===== config.mk =====
export PLATFORM = sky130hd
export DESIGN_NAME = ifetch_seq
export DESIGN_NICKNAME = d
export VERILOG_FILES = /design/src/rtl/ifetch_seq.sv
export SDC_FILE = /design/constraint.sdc
export NUM_CORES = 1
export LEC_CHECK = 0
export ABC_AREA = 1
export CAP_MARGIN = 20
export CORE_UTILIZATION = 38
export DETAILED_ROUTE_END_ITERATION = 7
export HOLD_SLACK_MARGIN = 0.1
export PLACE_DENSITY = 0.7
export SYNTH_ARGS = -nofsm -noshare
export SYNTH_HDL_FRONTEND = slang
export SYNTH_SLANG_ARGS = --single-unit

===== constraint.sdc =====
create_clock -name clk -period 3 [get_ports clk]
set_input_delay 0.6 -clock clk [delete_from_list [all_inputs] [get_ports clk]]
set_output_delay 0.6 -clock clk [all_outputs]
set_load 0.1 [all_outputs]

===== src/rtl/ifetch_seq.sv =====
// Instruction-fetch sequencer: holds the fetch PC, waits WAIT_CYCLES for the EEPROM ROM to settle,
// latches the word and offers it to decode. Optional build macro: IFETCH_MISALIGN_TRAP_EN.
module ifetch_seq #(
    parameter logic [31:0] RESET_PC    = 32'h0000_0000,
    parameter int unsigned WAIT_CYCLES = 2
) (
    input  logic        clk,
    input  logic        rst,
    output logic [31:0] rom_addr,
    input  logic [31:0] rom_inst,
    input  logic        redirect_valid,
    input  logic [31:0] redirect_pc,
    output logic        inst_valid,
    input  logic        inst_ready,
    output logic [31:0] inst,
    output logic [31:0] inst_pc,
    output logic        inst_fault
);

    localparam logic [3:0]  CNT_LAST = 4'(WAIT_CYCLES - 1);
    localparam logic [31:0] NOP      = 32'h0000_0013;

    logic [31:0] pc;
    logic [3:0]  cnt;
    logic        halted;
    logic        settled;
    logic        slot_free;
    logic        take;

    // Sequential fetch address; wraps silently at the top of the address space.
    function automatic logic [31:0] pc_inc(input logic [31:0] cur);
        return cur + 32'd4;
    endfunction

    function automatic logic [31:0] redirect_target(input logic [31:0] tgt);
`ifdef IFETCH_MISALIGN_TRAP_EN
        return tgt;
`else
        return tgt & ~32'h0000_0003;
`endif
    endfunction

    assign rom_addr  = pc;
    assign settled   = (cnt == CNT_LAST);
    assign slot_free = !inst_valid || inst_ready;
    assign take      = settled && slot_free && !redirect_valid && !halted;

`ifndef IFETCH_MISALIGN_TRAP_EN
    assign halted     = 1'b0;
    assign inst_fault = 1'b0;
`endif

    always_ff @(posedge clk) begin
        if (rst) begin
            pc         <= RESET_PC;
            cnt        <= '0;
            inst_valid <= 1'b0;
            inst       <= '0;
            inst_pc    <= '0;
`ifdef IFETCH_MISALIGN_TRAP_EN
            inst_fault <= 1'b0;
            halted     <= 1'b0;
`endif
        end else if (redirect_valid) begin
            // A handshake in the same cycle is consumed; the flushed fetch never appears.
            pc         <= redirect_target(redirect_pc);
            cnt        <= '0;
            inst_valid <= 1'b0;
`ifdef IFETCH_MISALIGN_TRAP_EN
            halted     <= 1'b0;
`endif
        end else if (take) begin
            cnt        <= '0;
            inst_valid <= 1'b1;
            inst_pc    <= pc;
`ifdef IFETCH_MISALIGN_TRAP_EN
            if (pc[1:0] != 2'b00) begin
                inst       <= NOP;
                inst_fault <= 1'b1;
                halted     <= 1'b1;
            end else begin
                inst       <= rom_inst;
                inst_fault <= 1'b0;
                pc         <= pc_inc(pc);
            end
`else
            inst       <= rom_inst;
            pc         <= pc_inc(pc);
`endif
        end else begin
            if (!settled) begin
                cnt <= cnt + 4'd1;
            end
            if (inst_valid && inst_ready) begin
                inst_valid <= 1'b0;
            end
        end
    end

endmodule

==> metrics.txt <==
# TYPE chip_impl_metric gauge
chip_impl_metric{name="power_density",unit="nW/um2"} 565
chip_impl_metric{name="dpl_worst_slack",unit="ns"} 0.732
chip_impl_metric{name="wirelength",unit="mm"} 13.6
chip_impl_metric{name="ir_drop",unit="mV"} 0.277
chip_impl_info{name="hold_path.startpoint",value="rom_addr[31]"} 1
chip_impl_metric{name="report.final.slew_viol_count",unit=""} 0
chip_impl_metric{name="p_comb_share",unit="%"} 28.4
chip_impl_info{name="critical_path.cell_chain",value="clkdlybuf4s50_1 > inv_2 > buf_4 > o21ai_0 > a211oi_1"} 1
chip_impl_info{name="cts_tree",value="done"} 1
chip_impl_metric{name="syn_avg_cell_area",unit="um2"} 6.90
chip_impl_metric{name="synthArstFlopShare",unit="%"} 0
chip_impl_info{name="synthFlopType",value="sky130_fd_sc_hd__dfxtp_1"} 1
chip_impl_metric{name="number_of_sinks_on_the_clock_net",unit=""} 97
chip_impl_metric{name="num-nets-final",unit=""} 887
chip_impl_info{name="rr_endpoint",value="rom_addr[15]"} 1
chip_impl_metric{name="number_of_top_level_pins",unit=""} 166
chip_impl_metric{name="synth-edff-count",unit=""} 0
chip_impl_metric{name="fp.dieH",unit="um"} 112
chip_impl_metric{name="grt_start_max_net_pins",unit=""} 79
chip_impl_metric{name="power.switching",unit="mW"} 1.38
chip_impl_metric{name="cts-buffers-inserted",unit=""} 9
chip_impl_metric{name="synth.yosys.seq_area_share",unit="%"} 41.9
chip_impl_metric{name="number_of_antenna_violations_at_the_first_check_in_global_routing",unit=""} 0
chip_impl_metric{name="timing.final.crit_period",unit="ns"} 1.91
chip_impl_metric{name="syn-cell-area",unit="um2"} 4630
chip_impl_metric{name="drt-initial-drc-count",unit=""} 352
chip_impl_metric{name="placed_cells",unit=""} 948
chip_impl_info{name="worstHoldPathType",value="flip-flop to flip-flop"} 1
chip_impl_metric{name="synthCells",unit=""} 671
chip_impl_info{name="cts-root-buf",value="sky130_fd_sc_hd__clkbuf_16"} 1
chip_impl_metric{name="ff2ff_path_depth",unit=""} 8
chip_impl_metric{name="critPathMaxStageDelay",unit="ns"} 0.53
chip_impl_info{name="worstSetupStartpoint",value="rst"} 1
chip_impl_metric{name="number_of_post_cts_setup_repair_buffers",unit=""} 0
chip_impl_metric{name="layout_worst_path_cycle_share",unit="%"} 63.8
chip_impl_metric{name="fp.dieW",unit="um"} 112
chip_impl_metric{name="postSynthRegisterBits",unit=""} 97
chip_impl_metric{name="p_leak",unit="nW"} 2.72
chip_impl_metric{name="ys_warn_count",unit=""} 0
chip_impl_info{name="run_status",value="completed"} 1
chip_impl_metric{name="critical_path_arrival",unit="ns"} 2.17
chip_impl_metric{name="buffer_ports.inserted",unit=""} 158
chip_impl_info{name="most_frequent_cells_in_the_layout",value="sky130_fd_sc_hd__nor2_1, sky130_fd_sc_hd__nand2_1, sky130_fd_sc_hd__buf_4"} 1
chip_impl_metric{name="min_path_cells",unit=""} 2
chip_impl_metric{name="insertedDiodeCount",unit=""} 0
chip_impl_info{name="startpoint_type_of_the_worst_setup_path",value="input pin"} 1
chip_impl_metric{name="report.final.setup_viol",unit=""} 0
chip_impl_info{name="timing.critical_path.slowest_stage_cell",value="sky130_fd_sc_hd__clkdlybuf4s50_1"} 1
chip_impl_metric{name="routed_via_density",unit=""} 4.94
chip_impl_info{name="criticalPathCategory",value="input pin to flip-flop"} 1
chip_impl_metric{name="cell_internal_pwr",unit="mW"} 2.19
chip_impl_metric{name="vias_post_dr",unit=""} 4766
chip_impl_metric{name="drtAntennaViolNets",unit=""} 0
chip_impl_metric{name="grt_pass1_wl",unit="mm"} 22.0
chip_impl_metric{name="switching_share_of_power",unit="%"} 38.7
chip_impl_metric{name="top_achievable_clock_speed",unit="MHz"} 523
chip_impl_metric{name="worst_clock_skew",unit="ns"} 0.00498
chip_impl_metric{name="via_count_of_the_first_global_routing_pass",unit=""} 4489
chip_impl_metric{name="final_layout_size_suffix_gt1_share",unit="%"} 17.9
chip_impl_metric{name="clkSlewWorstSetupHoldPaths",unit="ns"} 0.07
chip_impl_metric{name="pwr-share-seq",unit="%"} 40.2
chip_impl_metric{name="holdBufCountCts",unit=""} 0
chip_impl_metric{name="timing.critical_path.required",unit="ns"} 3.25
chip_impl_metric{name="row_count",unit=""} 39
chip_impl_info{name="reg2reg_from",value="cnt[0]"} 1
chip_impl_metric{name="post_cts_resized",unit=""} 0
chip_impl_metric{name="cts.htree.levels",unit=""} 3
chip_impl_metric{name="area.growth.synth_to_final",unit="%"} 36.4
chip_impl_metric{name="wire_per_inst",unit="um"} 14.1
chip_impl_metric{name="drc",unit=""} 0
chip_impl_metric{name="drt_first_pass_iters",unit=""} 5
chip_impl_metric{name="final_hold_viol_count",unit=""} 0
chip_impl_metric{name="fin_setup_tns",unit="ns"} 0
chip_impl_metric{name="core",unit="um2"} 11700
chip_impl_metric{name="layoutNonFillerInstCount",unit=""} 964
chip_impl_metric{name="max-cap-violations",unit=""} 0
chip_impl_info{name="final_common_cell",value="sky130_fd_sc_hd__nor2_1"} 1
chip_impl_metric{name="final.setup.worst_slack",unit="ns"} 1.09
chip_impl_metric{name="die_area",unit="um2"} 12600
chip_impl_metric{name="synth_cell_type_count",unit=""} 37
chip_impl_metric{name="detailed_place_hpwl",unit="mm"} 9.97
chip_impl_metric{name="floorplan.initialDensity",unit="%"} 39.7
chip_impl_info{name="hold_end",value="rom_addr[31]"} 1
chip_impl_metric{name="worst-path-max-fanout",unit=""} 30
chip_impl_metric{name="grt_overflow",unit=""} 0
chip_impl_metric{name="clock_share_of_power",unit="%"} 31.4
chip_impl_metric{name="global_route.usage.total",unit="%"} 22.1
chip_impl_metric{name="clk_path_buf_depth",unit=""} 2
chip_impl_info{name="setup_repair_after_global_routing_missed_its_margin",value="false"} 1
chip_impl_info{name="critPathCaptureType",value="flip-flop"} 1
chip_impl_metric{name="worstSkewPairLatency",unit="ns"} 0.35
chip_impl_metric{name="reg_to_reg_slack_setup",unit="ns"} 1.28
chip_impl_metric{name="gp_routability_congestion",unit=""} 0.916
## flip-flops by register name, summed over array words and instances (netlist names)
| register | count |
|---|---|
| cnt | 4 |
| inst_valid | 1 |
| inst_pc | 30 |
| inst | 32 |
| rom_addr | 30 |
## worst max-delay path, delay by kind of cell
kind | cells | cell delay [ns]
AO/OA/AOI/OAI | 2 | 0.44
buffers and inverters | 3 | 1.11
## logic make-up (layout without fill, tap and decap cells)
group           after synthesis  after routing  synth area share, %
mux                           1              1                0.216
buf+inv                      85            231                 8.70
simple gates                362            362                 34.1
xor+xnor                      3              3                0.568
compound gates              119            119                 13.6
fa+ha+maj                     3              3                0.811
other cells                   1              5               0.0810
flops                        97             97                 41.9
## how the worst max path moves through the flow
stage	end	slack, ns	cells past startpoint
floorplan	rom_addr[20]	0.77	10
global placement	rom_addr[20]	0.76	7
detailed placement	rom_addr[2]	0.73	5
CTS	rom_addr[2]	1.09	5
global route	rom_addr[20]	0.89	7
finish	rom_addr[2]	1.09	5
## routing by layer
metal,global-route usage (%),vias to the layer above,part of all wire (%)
li1,-,2425,-
met5,0,-,0
met3,3.51,14,6.0
met2,36.9,165,47
met4,7.38,0,1.5
met1,29.2,2162,46
## per-stage QoR
step,cell area [um2],hold slack (ns),total power [mW],util [%]
after floorplan,4650,0.485,2.22,-
after global placement,6030,0.465,2.47,51.7
after detailed placement,6030,0.472,2.48,51.7
after CTS,6310,0.490,3.60,54.1
after global routing,6310,0.505,3.72,54.1
final,6310,0.487,3.57,54.1
## synthesized netlist by cell type, types with 4 or more instances
cell type                    n  area share (%)
sky130_fd_sc_hd__nor2_1    146              12
sky130_fd_sc_hd__nand2_1   143              12
sky130_fd_sc_hd__dfxtp_1    97              42
sky130_fd_sc_hd__o21ai_0    81             8.8
sky130_fd_sc_hd__inv_1      45             3.6
sky130_fd_sc_hd__nand3_1    37             4.0
sky130_fd_sc_hd__a21oi_1    23             2.5
sky130_fd_sc_hd__buf_2      10             1.1
sky130_fd_sc_hd__clkbuf_1    9            0.73
sky130_fd_sc_hd__nor2_4      9             2.2
sky130_fd_sc_hd__buf_4       8             1.3
sky130_fd_sc_hd__a211oi_1    6            0.97
sky130_fd_sc_hd__buf_6       5             1.2
sky130_fd_sc_hd__nand3b_1    5            0.81
sky130_fd_sc_hd__inv_2       4            0.32
sky130_fd_sc_hd__nand2_2     4            0.54
sky130_fd_sc_hd__nor2_2      4            0.54
sky130_fd_sc_hd__nor3_1      4            0.43
## power by group through the flow
| stage | Combinational (mW) | Sequential (mW) | Clock (mW) |
|---|---|---|---|
| after CTS | 1.02 | 1.43 | 1.14 |
| after detailed placement | 1.02 | 1.46 | 0 |
| final | 1.01 | 1.44 | 1.12 |
| after global placement | 1.01 | 1.46 | 0 |
| after global routing | 1.07 | 1.45 | 1.20 |
| after floorplan | 0.247 | 1.97 | 0 |
## layout make-up
type	instances	area, um2
Fill cell	1134	5350
Multi-Input combinational cell	493	2300
Sequential cell	97	1940
Timing Repair Buffer	166	1420
Clock buffer	9	225
Inverter	49	184
Tap cell	143	179
Clock inverter	7	62.6
(Power assumes the default switching activity.)
